**src/rtl/ram_port_arbiter_pkg.sv**
```systemverilog
// Shared definitions for the RAM port arbiter: channel indices, transfer
// directions and the arbiter state encoding.
package ram_port_arbiter_pkg;

  localparam logic [1:0] CH_FFT_RD = 2'd0;
  localparam logic [1:0] CH_FFT_WR = 2'd1;
  localparam logic [1:0] CH_FIR_RD = 2'd2;
  localparam logic [1:0] CH_FIR_WR = 2'd3;

  localparam logic DIR_READ  = 1'b0;
  localparam logic DIR_WRITE = 1'b1;

  typedef enum logic [1:0] {
    ARB   = 2'd0,
    TURN  = 2'd1,
    GRANT = 2'd2
  } arb_state_t;

  // Even channel indices are readers, odd ones are writers.
  function automatic logic ch_dir(input logic [1:0] ch);
    return ch[0] ? DIR_WRITE : DIR_READ;
  endfunction

endpackage

```
**src/rtl/ram_port_arbiter_if.sv**
```systemverilog
// Channel request/grant/address bundle plus the shared RAM port strobes.
interface ram_port_arbiter_if #(
  parameter int ADDR_W = 32
);
  logic              fft_enable;
  logic              fir_enable;
  logic              fft_rd_req;
  logic              fft_wr_req;
  logic              fir_rd_req;
  logic              fir_wr_req;
  logic [ADDR_W-1:0] fft_rd_addr;
  logic [ADDR_W-1:0] fft_wr_addr;
  logic [ADDR_W-1:0] fir_rd_addr;
  logic [ADDR_W-1:0] fir_wr_addr;
  logic              fft_rd_gnt;
  logic              fft_wr_gnt;
  logic              fir_rd_gnt;
  logic              fir_wr_gnt;
  logic              ram_read_enable;
  logic              ram_write_enable;
  logic [ADDR_W-1:0] addr;
  logic              busy;

  // Requesting side: accelerators driving requests and addresses.
  modport master (
    output fft_enable, fir_enable,
    output fft_rd_req, fft_wr_req, fir_rd_req, fir_wr_req,
    output fft_rd_addr, fft_wr_addr, fir_rd_addr, fir_wr_addr,
    input  fft_rd_gnt, fft_wr_gnt, fir_rd_gnt, fir_wr_gnt,
    input  ram_read_enable, ram_write_enable, addr, busy
  );

  // Arbiter side.
  modport slave (
    input  fft_enable, fir_enable,
    input  fft_rd_req, fft_wr_req, fir_rd_req, fir_wr_req,
    input  fft_rd_addr, fft_wr_addr, fir_rd_addr, fir_wr_addr,
    output fft_rd_gnt, fft_wr_gnt, fir_rd_gnt, fir_wr_gnt,
    output ram_read_enable, ram_write_enable, addr, busy
  );
endinterface

```
**src/rtl/ram_port_arbiter_rr_pick4.sv**
```systemverilog
// Combinational round-robin picker: first set request after rr_ptr, mod 4.
module rr_pick4 (
  input  logic [3:0] i_req,
  input  logic [1:0] i_rr_ptr,
  output logic [1:0] o_winner,
  output logic       o_valid
);

  // Scan rr_ptr+1 .. rr_ptr+4 and keep the first hit.
  always_comb begin
    // NOTE: every output gets a default before the loop so no path leaves
    // it unassigned, which would otherwise infer a latch.
    o_winner = 2'd0;
    o_valid  = 1'b0;
    for (int k = 1; k <= 4; k++) begin
      if (!o_valid && i_req[i_rr_ptr + 2'(k)]) begin
        o_winner = i_rr_ptr + 2'(k);
        o_valid  = 1'b1;
      end
    end
  end

endmodule

```
**src/rtl/ram_port_arbiter.sv**
```systemverilog
// Shares one RAM port between FFT/FIR read/write channels with round-robin
// arbitration, bounded bursts and bus-turnaround gaps on direction changes.
module ram_port_arbiter
  import ram_port_arbiter_pkg::*;
#(
  parameter int ADDR_W      = 32,
  parameter int MAX_BURST   = 8,
  parameter int TURN_CYCLES = 1
) (
  input  logic             clk,
  input  logic             reset,
  ram_port_arbiter_if.slave bus
);

  arb_state_t  r_state, w_state_nxt;
  logic [3:0]  r_gnt, w_gnt_nxt;
  logic [1:0]  r_rr_ptr, w_rr_ptr_nxt;
  logic        r_last_dir, w_last_dir_nxt;
  logic [7:0]  r_beat_cnt, w_beat_cnt_nxt;
  logic [1:0]  r_turn_cnt, w_turn_cnt_nxt;
  logic [1:0]  r_winner, w_winner_nxt;

  logic [3:0]        w_eff_req;
  logic [ADDR_W-1:0] w_ch_addr [4];
  logic [1:0]        w_pick;
  logic              w_pick_valid;
  logic              w_beat;

  assign w_eff_req[CH_FFT_RD] = bus.fft_rd_req & bus.fft_enable;
  assign w_eff_req[CH_FFT_WR] = bus.fft_wr_req & bus.fft_enable;
  assign w_eff_req[CH_FIR_RD] = bus.fir_rd_req & bus.fir_enable;
  assign w_eff_req[CH_FIR_WR] = bus.fir_wr_req & bus.fir_enable;

  assign w_ch_addr[CH_FFT_RD] = bus.fft_rd_addr;
  assign w_ch_addr[CH_FFT_WR] = bus.fft_wr_addr;
  assign w_ch_addr[CH_FIR_RD] = bus.fir_rd_addr;
  assign w_ch_addr[CH_FIR_WR] = bus.fir_wr_addr;

  rr_pick4 u_pick (
    .i_req    (w_eff_req),
    .i_rr_ptr (r_rr_ptr),
    .o_winner (w_pick),
    .o_valid  (w_pick_valid)
  );

  // A beat is any edge where the granted channel is still requesting.
  assign w_beat = (r_state == GRANT) & r_gnt[r_winner] & w_eff_req[r_winner];

  // Next-state logic: arbitration, turnaround countdown, burst accounting.
  always_comb begin
    w_state_nxt    = r_state;
    w_gnt_nxt      = r_gnt;
    w_rr_ptr_nxt   = r_rr_ptr;
    w_last_dir_nxt = r_last_dir;
    w_beat_cnt_nxt = r_beat_cnt;
    w_turn_cnt_nxt = r_turn_cnt;
    w_winner_nxt   = r_winner;
    unique case (r_state)
      ARB: begin
        w_gnt_nxt = 4'b0;
        if (w_pick_valid) begin
          w_winner_nxt = w_pick;
          if (ch_dir(w_pick) == r_last_dir || TURN_CYCLES == 0) begin
            w_state_nxt = GRANT;
            w_gnt_nxt   = 4'b0001 << w_pick;
          end else begin
            w_state_nxt    = TURN;
            w_turn_cnt_nxt = 2'(TURN_CYCLES - 1);
          end
        end
      end
      TURN: begin
        w_gnt_nxt = 4'b0;
        if (!w_eff_req[r_winner]) begin
          w_state_nxt = ARB;
        end else if (r_turn_cnt == 2'd0) begin
          w_state_nxt = GRANT;
          w_gnt_nxt   = 4'b0001 << r_winner;
        end else begin
          w_turn_cnt_nxt = r_turn_cnt - 2'd1;
        end
      end
      GRANT: begin
        if (w_beat) begin
          w_beat_cnt_nxt = r_beat_cnt + 8'd1;
        end
        if (!w_beat || r_beat_cnt == 8'(MAX_BURST - 1)) begin
          w_state_nxt    = ARB;
          w_gnt_nxt      = 4'b0;
          w_rr_ptr_nxt   = r_winner;
          w_last_dir_nxt = ch_dir(r_winner);
          w_beat_cnt_nxt = 8'd0;
        end
      end
      default: begin
        w_state_nxt = ARB;
        w_gnt_nxt   = 4'b0;
      end
    endcase
  end

  // State register with synchronous reset; reset aborts any burst at once.
  always_ff @(posedge clk) begin
    // NOTE: sequential state uses non-blocking assignments so every register
    // samples pre-edge values regardless of statement order.
    if (reset) begin
      r_state    <= ARB;
      r_gnt      <= 4'b0;
      r_rr_ptr   <= 2'd3;
      r_last_dir <= DIR_READ;
      r_beat_cnt <= 8'd0;
      r_turn_cnt <= 2'd0;
      r_winner   <= 2'd0;
    end else begin
      r_state    <= w_state_nxt;
      r_gnt      <= w_gnt_nxt;
      r_rr_ptr   <= w_rr_ptr_nxt;
      r_last_dir <= w_last_dir_nxt;
      r_beat_cnt <= w_beat_cnt_nxt;
      r_turn_cnt <= w_turn_cnt_nxt;
      r_winner   <= w_winner_nxt;
    end
  end

  // RAM port outputs follow the registered grant; idle port drives zeros.
  always_comb begin
    bus.addr             = '0;
    bus.ram_read_enable  = 1'b0;
    bus.ram_write_enable = 1'b0;
    if (r_state == GRANT && r_gnt != 4'b0) begin
      bus.addr             = w_ch_addr[r_winner];
      bus.ram_read_enable  = w_eff_req[r_winner] & (ch_dir(r_winner) == DIR_READ);
      bus.ram_write_enable = w_eff_req[r_winner] & (ch_dir(r_winner) == DIR_WRITE);
    end
  end

  assign bus.fft_rd_gnt = r_gnt[CH_FFT_RD];
  assign bus.fft_wr_gnt = r_gnt[CH_FFT_WR];
  assign bus.fir_rd_gnt = r_gnt[CH_FIR_RD];
  assign bus.fir_wr_gnt = r_gnt[CH_FIR_WR];
  assign bus.busy       = (|r_gnt) | (r_state == TURN);

endmodule

```
**src/flat_wrapper.sv**
```systemverilog
// flat-port wrapper written by rule: the top's interface ports become plain ports
module ram_port_arbiter_flat import ram_port_arbiter_pkg::*;
#(
  parameter int ADDR_W      = 32,
  parameter int MAX_BURST   = 8,
  parameter int TURN_CYCLES = 1
)
  (clk, reset, bus_fft_enable, bus_fir_enable, bus_fft_rd_req, bus_fft_wr_req, bus_fir_rd_req, bus_fir_wr_req, bus_fft_rd_addr, bus_fft_wr_addr, bus_fir_rd_addr, bus_fir_wr_addr, bus_fft_rd_gnt, bus_fft_wr_gnt, bus_fir_rd_gnt, bus_fir_wr_gnt, bus_ram_read_enable, bus_ram_write_enable, bus_addr, bus_busy);
  ram_port_arbiter_if #(.ADDR_W(ADDR_W)) bus_i ();
  input  logic clk;
  input  logic reset;
  input wire logic [$bits(bus_i.fft_enable)-1:0] bus_fft_enable;
  input wire logic [$bits(bus_i.fir_enable)-1:0] bus_fir_enable;
  input wire logic [$bits(bus_i.fft_rd_req)-1:0] bus_fft_rd_req;
  input wire logic [$bits(bus_i.fft_wr_req)-1:0] bus_fft_wr_req;
  input wire logic [$bits(bus_i.fir_rd_req)-1:0] bus_fir_rd_req;
  input wire logic [$bits(bus_i.fir_wr_req)-1:0] bus_fir_wr_req;
  input wire logic [$bits(bus_i.fft_rd_addr)-1:0] bus_fft_rd_addr;
  input wire logic [$bits(bus_i.fft_wr_addr)-1:0] bus_fft_wr_addr;
  input wire logic [$bits(bus_i.fir_rd_addr)-1:0] bus_fir_rd_addr;
  input wire logic [$bits(bus_i.fir_wr_addr)-1:0] bus_fir_wr_addr;
  output wire logic [$bits(bus_i.fft_rd_gnt)-1:0] bus_fft_rd_gnt;
  output wire logic [$bits(bus_i.fft_wr_gnt)-1:0] bus_fft_wr_gnt;
  output wire logic [$bits(bus_i.fir_rd_gnt)-1:0] bus_fir_rd_gnt;
  output wire logic [$bits(bus_i.fir_wr_gnt)-1:0] bus_fir_wr_gnt;
  output wire logic [$bits(bus_i.ram_read_enable)-1:0] bus_ram_read_enable;
  output wire logic [$bits(bus_i.ram_write_enable)-1:0] bus_ram_write_enable;
  output wire logic [$bits(bus_i.addr)-1:0] bus_addr;
  output wire logic [$bits(bus_i.busy)-1:0] bus_busy;
  assign bus_i.fft_enable = bus_fft_enable;
  assign bus_i.fir_enable = bus_fir_enable;
  assign bus_i.fft_rd_req = bus_fft_rd_req;
  assign bus_i.fft_wr_req = bus_fft_wr_req;
  assign bus_i.fir_rd_req = bus_fir_rd_req;
  assign bus_i.fir_wr_req = bus_fir_wr_req;
  assign bus_i.fft_rd_addr = bus_fft_rd_addr;
  assign bus_i.fft_wr_addr = bus_fft_wr_addr;
  assign bus_i.fir_rd_addr = bus_fir_rd_addr;
  assign bus_i.fir_wr_addr = bus_fir_wr_addr;
  assign bus_fft_rd_gnt = bus_i.fft_rd_gnt;
  assign bus_fft_wr_gnt = bus_i.fft_wr_gnt;
  assign bus_fir_rd_gnt = bus_i.fir_rd_gnt;
  assign bus_fir_wr_gnt = bus_i.fir_wr_gnt;
  assign bus_ram_read_enable = bus_i.ram_read_enable;
  assign bus_ram_write_enable = bus_i.ram_write_enable;
  assign bus_addr = bus_i.addr;
  assign bus_busy = bus_i.busy;
  ram_port_arbiter #(.ADDR_W(ADDR_W), .MAX_BURST(MAX_BURST), .TURN_CYCLES(TURN_CYCLES)) u_core (.clk(clk), .reset(reset), .bus(bus_i));
endmodule
```
**config.mk**
```make
export PLATFORM = sky130hd
export DESIGN_NAME = ram_port_arbiter_flat
export DESIGN_NICKNAME = d
export VERILOG_FILES = /design/src/rtl/ram_port_arbiter_pkg.sv /design/src/rtl/ram_port_arbiter_if.sv /design/src/rtl/ram_port_arbiter_rr_pick4.sv /design/src/rtl/ram_port_arbiter.sv /design/src/flat_wrapper.sv
export SDC_FILE = /design/constraint.sdc
export NUM_CORES = 1
export LEC_CHECK = 0
export ABC_AREA = 1
export CELL_PAD_IN_SITES_DETAIL_PLACEMENT = 1
export CELL_PAD_IN_SITES_GLOBAL_PLACEMENT = 2
export CORE_ASPECT_RATIO = 0.9
export CORE_MARGIN = 8
export CORE_UTILIZATION = 14
export DETAILED_ROUTE_END_ITERATION = 16
export HOLD_SLACK_MARGIN = 0.03
export PLACE_DENSITY = 0.88
export SLEW_MARGIN = 10
export SYNTH_ARGS = -nofsm -noshare
export SYNTH_HDL_FRONTEND = slang
export SYNTH_SLANG_ARGS = --single-unit
```
**constraint.sdc**
```tcl
create_clock -name clk -period 1.56 [get_ports clk]
set_input_delay 0.312 -clock clk [delete_from_list [all_inputs] [get_ports clk]]
set_output_delay 0.312 -clock clk [all_outputs]
set_load 0.01 [all_outputs]
```
## Word-level counts from Yosys, hierarchy flattened

Index checks and enable logic that the tools add are counted.

| storage, ports and cells | value |
|---|---|
| register bits after elaboration | 21 |
| input bits | 136 |
| output and inout port bits | 39 |
| word-level logic and storage cells | 108 |

| operators by class | value |
|---|---|
| $add $sub $neg | 5 |
| $lt $le $gt $ge | 6 |
| equality and inequality tests | 10 |
| shift-type cells | 2 |
| muxes and demuxes | 47 |
| bitwise operators | 11 |
| reduce and logical (&&, ||, !) cells | 20 |

Operators by type and width:

| operator | number |
|---|---|
| $mux W32 | 3 |
| $bmux W32 S2 | 1 |
| $mux W2 | 13 |
| $mux W4 | 5 |
| $mux W8 | 2 |
| $lt A2 B3 Y1 const B | 5 |
| $mux W1 | 14 |
| $bmux W1 S2 | 6 |
| $pmux W4 S3 | 1 |
| $add A8 B1 Y8 const B | 1 |
| $and A1 B1 Y1 | 8 |
| $eq A8 B3 Y1 const B | 1 |
| $ne A2 B2 Y1 const B | 4 |
| $shl A1 B2 Y4 const A | 2 |
| $pmux W2 S3 | 1 |
| $reduce_and A2 Y1 | 3 |
| $reduce_and A5 Y1 | 1 |
| $add A2 B2 Y2 const B | 2 |
| $logic_and A1 B1 Y1 | 4 |
| $logic_not A1 Y1 | 4 |
| $logic_not A2 Y1 | 2 |
| $pmux W2 S2 | 1 |
| $reduce_bool A2 Y1 | 2 |
| $reduce_bool A4 Y1 | 1 |
| 14 further kinds | 14 |

## Longest topological paths before layout

| logic depth | value |
|---|---|
| depth in word-level cells | 18 |
| depth in mapped cells | 16 |

## Modules after synthesis

A second synthesis with hierarchy kept.

| unflattened totals | value |
|---|---|
| cell total of the unflattened synthesis | 365 |
| area total of the unflattened synthesis | 2304.7 µm² |

By module, submodules not included:

| module | instances | cells each | area an instance (µm²) | seq. area each (µm²) |
|---|---|---|---|---|
| ram_port_arbiter | 1 | 313 | 2033.2 | 420.4 |
| rr_pick4 | 1 | 52 | 271.5 | 0.0 |

## Worst setup path after synthesis

No wires, ideal clock.

| path | value |
|---|---|
| kind | register -> output |
| from | register u_core.r_state[1] |
| to | output bus_addr[10] |
| data arrival time | 1.459 ns |
| data required time | 1.248 ns |
| slack | -0.211 ns |
| cell stages (with the launch flop) | 8 |
| path buffers | 2 |
| path through | dfxtp_1 -> inv_1 -> nor2_1 -> inv_1 -> or2_2 -> clkbuf_1 -> clkbuf_1 -> a21oi_1 |

| between the ends | value |
|---|---|
| word-level cells in the longest chain between the ends | 3 |

Ends and longest elaborated chain:

| element | RTL line | source |
|---|---|---|
| from (decl) | ram_port_arbiter.sv:15 | `arb_state_t r_state, w_state_nxt;` |
| from (signal assigned) | ram_port_arbiter.sv:115 | `r_state <= w_state_nxt;` |
| $eq A2 B2 Y1 | ram_port_arbiter.sv:130 | `if (r_state == GRANT && r_gnt != 4'b0) begin` |
| $logic_and A1 B1 Y1 | ram_port_arbiter.sv:130 |  |
| $mux W32 | ram_port_arbiter.sv:130 |  |
| to (decl) | flat_wrapper.sv:28 | `output wire logic [$bits(bus_i.addr)-1:0] bus_addr;` |

No other way between the ends.

## Worst setup path after layout

| path | value |
|---|---|
| from | register u_core.r_state[1] |
| to | output bus_ram_read_enable |

| between the ends | value |
|---|---|
| word-level cells in the longest chain between the ends | 3 |

Ends and longest elaborated chain:

| element | RTL line | source |
|---|---|---|
| $eq A2 B2 Y1 | ram_port_arbiter.sv:130 |  |
| $logic_and A1 B1 Y1 | ram_port_arbiter.sv:130 |  |
| $mux W1 | ram_port_arbiter.sv:130 |  |
| to (decl) | flat_wrapper.sv:26 | `output wire logic [$bits(bus_i.ram_read_enable)-1:0] bus_ram_read_enable;` |

No other way between the ends.

==> metrics.yaml <==
run_status:
  outcome: "finished, violations left"
  violations: "negative setup slack"
worst_setup_path:
  critPathKind: "reg2out"
  cp_max_fo: 7
  ff2ff_setup_slack_ns: -0.34
  crit_arrival_ns: 1.67
  reg2reg_depth: 12
  endpoint_kind: "output port"
  crit_required_ns: 1.25
  r2r_end: "u_core.r_state[1]"
  r2r_start: "u_core.r_winner[0]"
  startpoint_type: "flip-flop"
global_route:
  overflow: 0
  met1_usage_pct: 15.94
  grt_pass1_vias: 4089
  antenna_found_initial: 0
  grt_pass1_wl_mm: 23.22
  grtUsageTotal_pct: 14.72
  met3_usage_pct: 3.737
  grtUsageMet2_pct: 27.98
  grt_busiest_layer: "met2"
  grt_max_degree: 26
job:
  maxCapViolations: 0
sta:
  setup_viol: 55
  fmax_mhz: 504.9
  slew_violations: 0
  finClkSkew_ns: 0.005510
  rsz0062_at_grt: "true"
  fin_crit_sh_pct: 127.0
  hold_violations: 0
  worst_slew_pin_slew_ns: 0.5371
  hold_ws_ns: 0.5917
  setup_slack_ns: -0.4207
  slew_headroom_pct: 64.06
  fin_crit_ns: 1.981
  setup_tns_ns: -17.30
floorplan:
  coreArea_sq_mm: 0.01533
  pin_count: 175
  dieArea_sq_mm: 0.01982
  die_w_um: 147.5
  row_count: 43
  initial_core_util_pct: 14.21
  die_h_um: 134.4
logic_synthesis:
  async_flop_share_pct: 0
  synthTopCellsByCount: "67 x a22oi_1, 67 x nand2_1, 36 x a21oi_1, 28 x nand3_1, 28 x nor2_1"
  synth_nets: 479
  yosysUniqueCellTypes: 30
  ys_seq_area_share_pct: 19.29
  yosys.area.top_type: "a22oi_1"
  syn_area_per_cell_sq_um: 6.392
  synth_area_sq_mm: 0.002180
  ys_dominant_reg_cell: "dfxtp_1"
  synth_edf_count: 0
  syn_inst: 341
  yosysWarnings: 0
  synth_top_area_share_pct: 23.08
  ys_top_cells_by_area: "a22oi_1 23%, dfxtp_1 19%, nand2_1 12%, a21oi_1 8.3%, nand3_1 6.4%"
  ys_ff_latch: 21
clock_tree:
  clock_path_buffers: 2
  cts_buffers: 3
  htreeDepth: 1
  ctsHoldBuffers: 0
  clock-sinks: 21
  clk_root_buffer_cell: "clkbuf_16"
  cts_tree: "yes"
  insertion_delay_ns: 0.27
  path_clk_slew_ns: 0.07
min_path:
  holdPathEnd: "u_core.r_beat_cnt[7]"
  hold_depth: 2
  hp-start: "u_core.r_beat_cnt[7]"
  hp-class: "reg2reg"
finish:
  drive_above_1_share_pct: 52.84
  design_area_sq_mm: 0.005991
  nNetsFinal: 737
  area_delta_synth_final_pct: 174.9
  antenna_cells: 0
  post-route-util_pct: 39.07
  final_cells: 800
power:
  p_leak_nw: 2.428
  pwr-share-comb_pct: 82.9
  irDropWorstVdd_uv: 480.6
  clkPwrFrac_pct: 7.3
  seqPwrFrac_pct: 9.8
  power_density_mw_per_mm2: 1343
  swShare_pct: 49.59
  p_switching_w: 0.003989
  p_int_w: 0.004055
placed_design:
  hpwlAfterDp_mm: 11.30
  port_buffers: 174
  placed_area_sq_mm: 0.004862
  dp.cells: 764
  place_congestion: 0.8204
route:
  drc_errors: 0
  routed-via-count: 3633
  post_drt_wl_per_cell_um: 20.15
  first_pass_iters: 4
  postRouteAntennaNets: 0
  wl_mm: 16.12
  drtIter0Drc: 97
  viasPerCell: 4.541
-- per-layer routing --
metal	share of wire [%]	vias to the layer above
met5	0	-
met4	1.2	0
met3	6.7	15
met2	54	133
met1	38	1755
li1	-	1730
-- state kept, by name, indices dropped and copies added (netlist names) --
| register | cells |
|---|---|
| u_core.r_turn_cnt | 2 |
| u_core.r_gnt | 4 |
| u_core.r_beat_cnt | 8 |
| u_core.r_state | 2 |
| u_core.r_winner | 2 |
| u_core.r_rr_ptr | 2 |
| u_core.r_last_dir | 1 |
-- cells by family after synthesis --
| group | synth area share (%) |
|---|---|
| adder cells (fa/ha/maj) | 1.148 |
| AO/OA/AOI/OAI | 34.50 |
| flip-flops | 19.29 |
| XOR/XNOR | 2.411 |
| AND/OR/NAND/NOR | 33.98 |
| buffers and inverters | 8.669 |
-- power groups by stage --
stage	Sequential, W	Combinational (W)	Clock (W)
2_1_floorplan	0.000716	0.00257	0
3_3_place_gp	0.000714	0.00442	0
3_5_place_dp	0.000718	0.00457	0
4_1_cts	0.000764	0.00569	0.000599
5_1_grt	0.000796	0.00708	0.000621
6_report	0.000790	0.00667	0.000587
-- cell usage in the layout, fill, tap and decap left out, types with 3 or more instances in the layout --
| cell | count |
|---|---|
| nand2_8 | 4 |
| a21oi_4 | 11 |
| inv_6 | 4 |
| nand2_4 | 17 |
| a21oi_2 | 24 |
| nor2_4 | 12 |
| a22oi_2 | 27 |
| a22oi_1 | 40 |
| xor2_1 | 6 |
| dfxtp_4 | 3 |
| buf_16 | 4 |
| inv_1 | 14 |
| buf_4 | 57 |
| nand3_1 | 14 |
| dfxtp_2 | 4 |
| nand3_2 | 13 |
| dlygate4sd2_1 | 7 |
| buf_2 | 23 |
| nand3_4 | 7 |
| nand2_2 | 25 |
| buf_6 | 40 |
| clkdlybuf4s50_1 | 129 |
| nor2_1 | 12 |
| dfxtp_1 | 14 |
| buf_12 | 7 |
| nor2_2 | 7 |
| inv_2 | 6 |
| nand2_1 | 34 |
| clkbuf_16 | 3 |
-- stage by stage --
step	total power, W	worst slack [ns]
6_report	0.008044	-0.4207
5_1_grt	0.008492	-0.4796
4_1_cts	0.007057	-0.4123
3_5_place_dp	0.005285	-0.7767
3_3_place_gp	0.005134	-0.6968
2_1_floorplan	0.003285	-0.002371
-- area by class of cell --
cell class,count,area [sq um]
clock buffers,3,75.07
fillers,1745,9343
well taps,202,252.7
repair buffers,272,2651
inverters,28,142.6
flip-flops and latches,21,436.7
clock inverters,1,7.507
multi-input cells,273,2425
-- how the worst max path moves through the flow --
stage,from,endpoint,slack (ns),cells past startpoint
finish,u_core.r_state[1],bus_ram_read_enable,-0.42,8
global route,u_core.r_gnt[3],bus_ram_read_enable,-0.48,6
CTS,u_core.r_state[1],bus_ram_write_enable,-0.41,8
detailed placement,bus_fft_enable,bus_ram_write_enable,-0.78,6
global placement,bus_fft_enable,bus_ram_write_enable,-0.70,6
floorplan,u_core.r_rr_ptr[0],u_core.r_turn_cnt[0],-0.002,13
-- worst max-delay path, cell delays in order (launching register included) --
cell,delay (ns)
dfxtp_2,0.34
inv_2,0.05
nor2_4,0.09
inv_2,0.06
or2_4,0.32
buf_6,0.16
buf_6,0.12
nor3_2,0.10
buf_2,0.15
-- repair_timing --
item	in CTS	in global routing
pin swaps	36	34
resized for setup	301	71
endpoints found under the setup margin	60	56
gates cloned	4	0
buffers inserted	21	9
(Power assumes the default switching activity.)
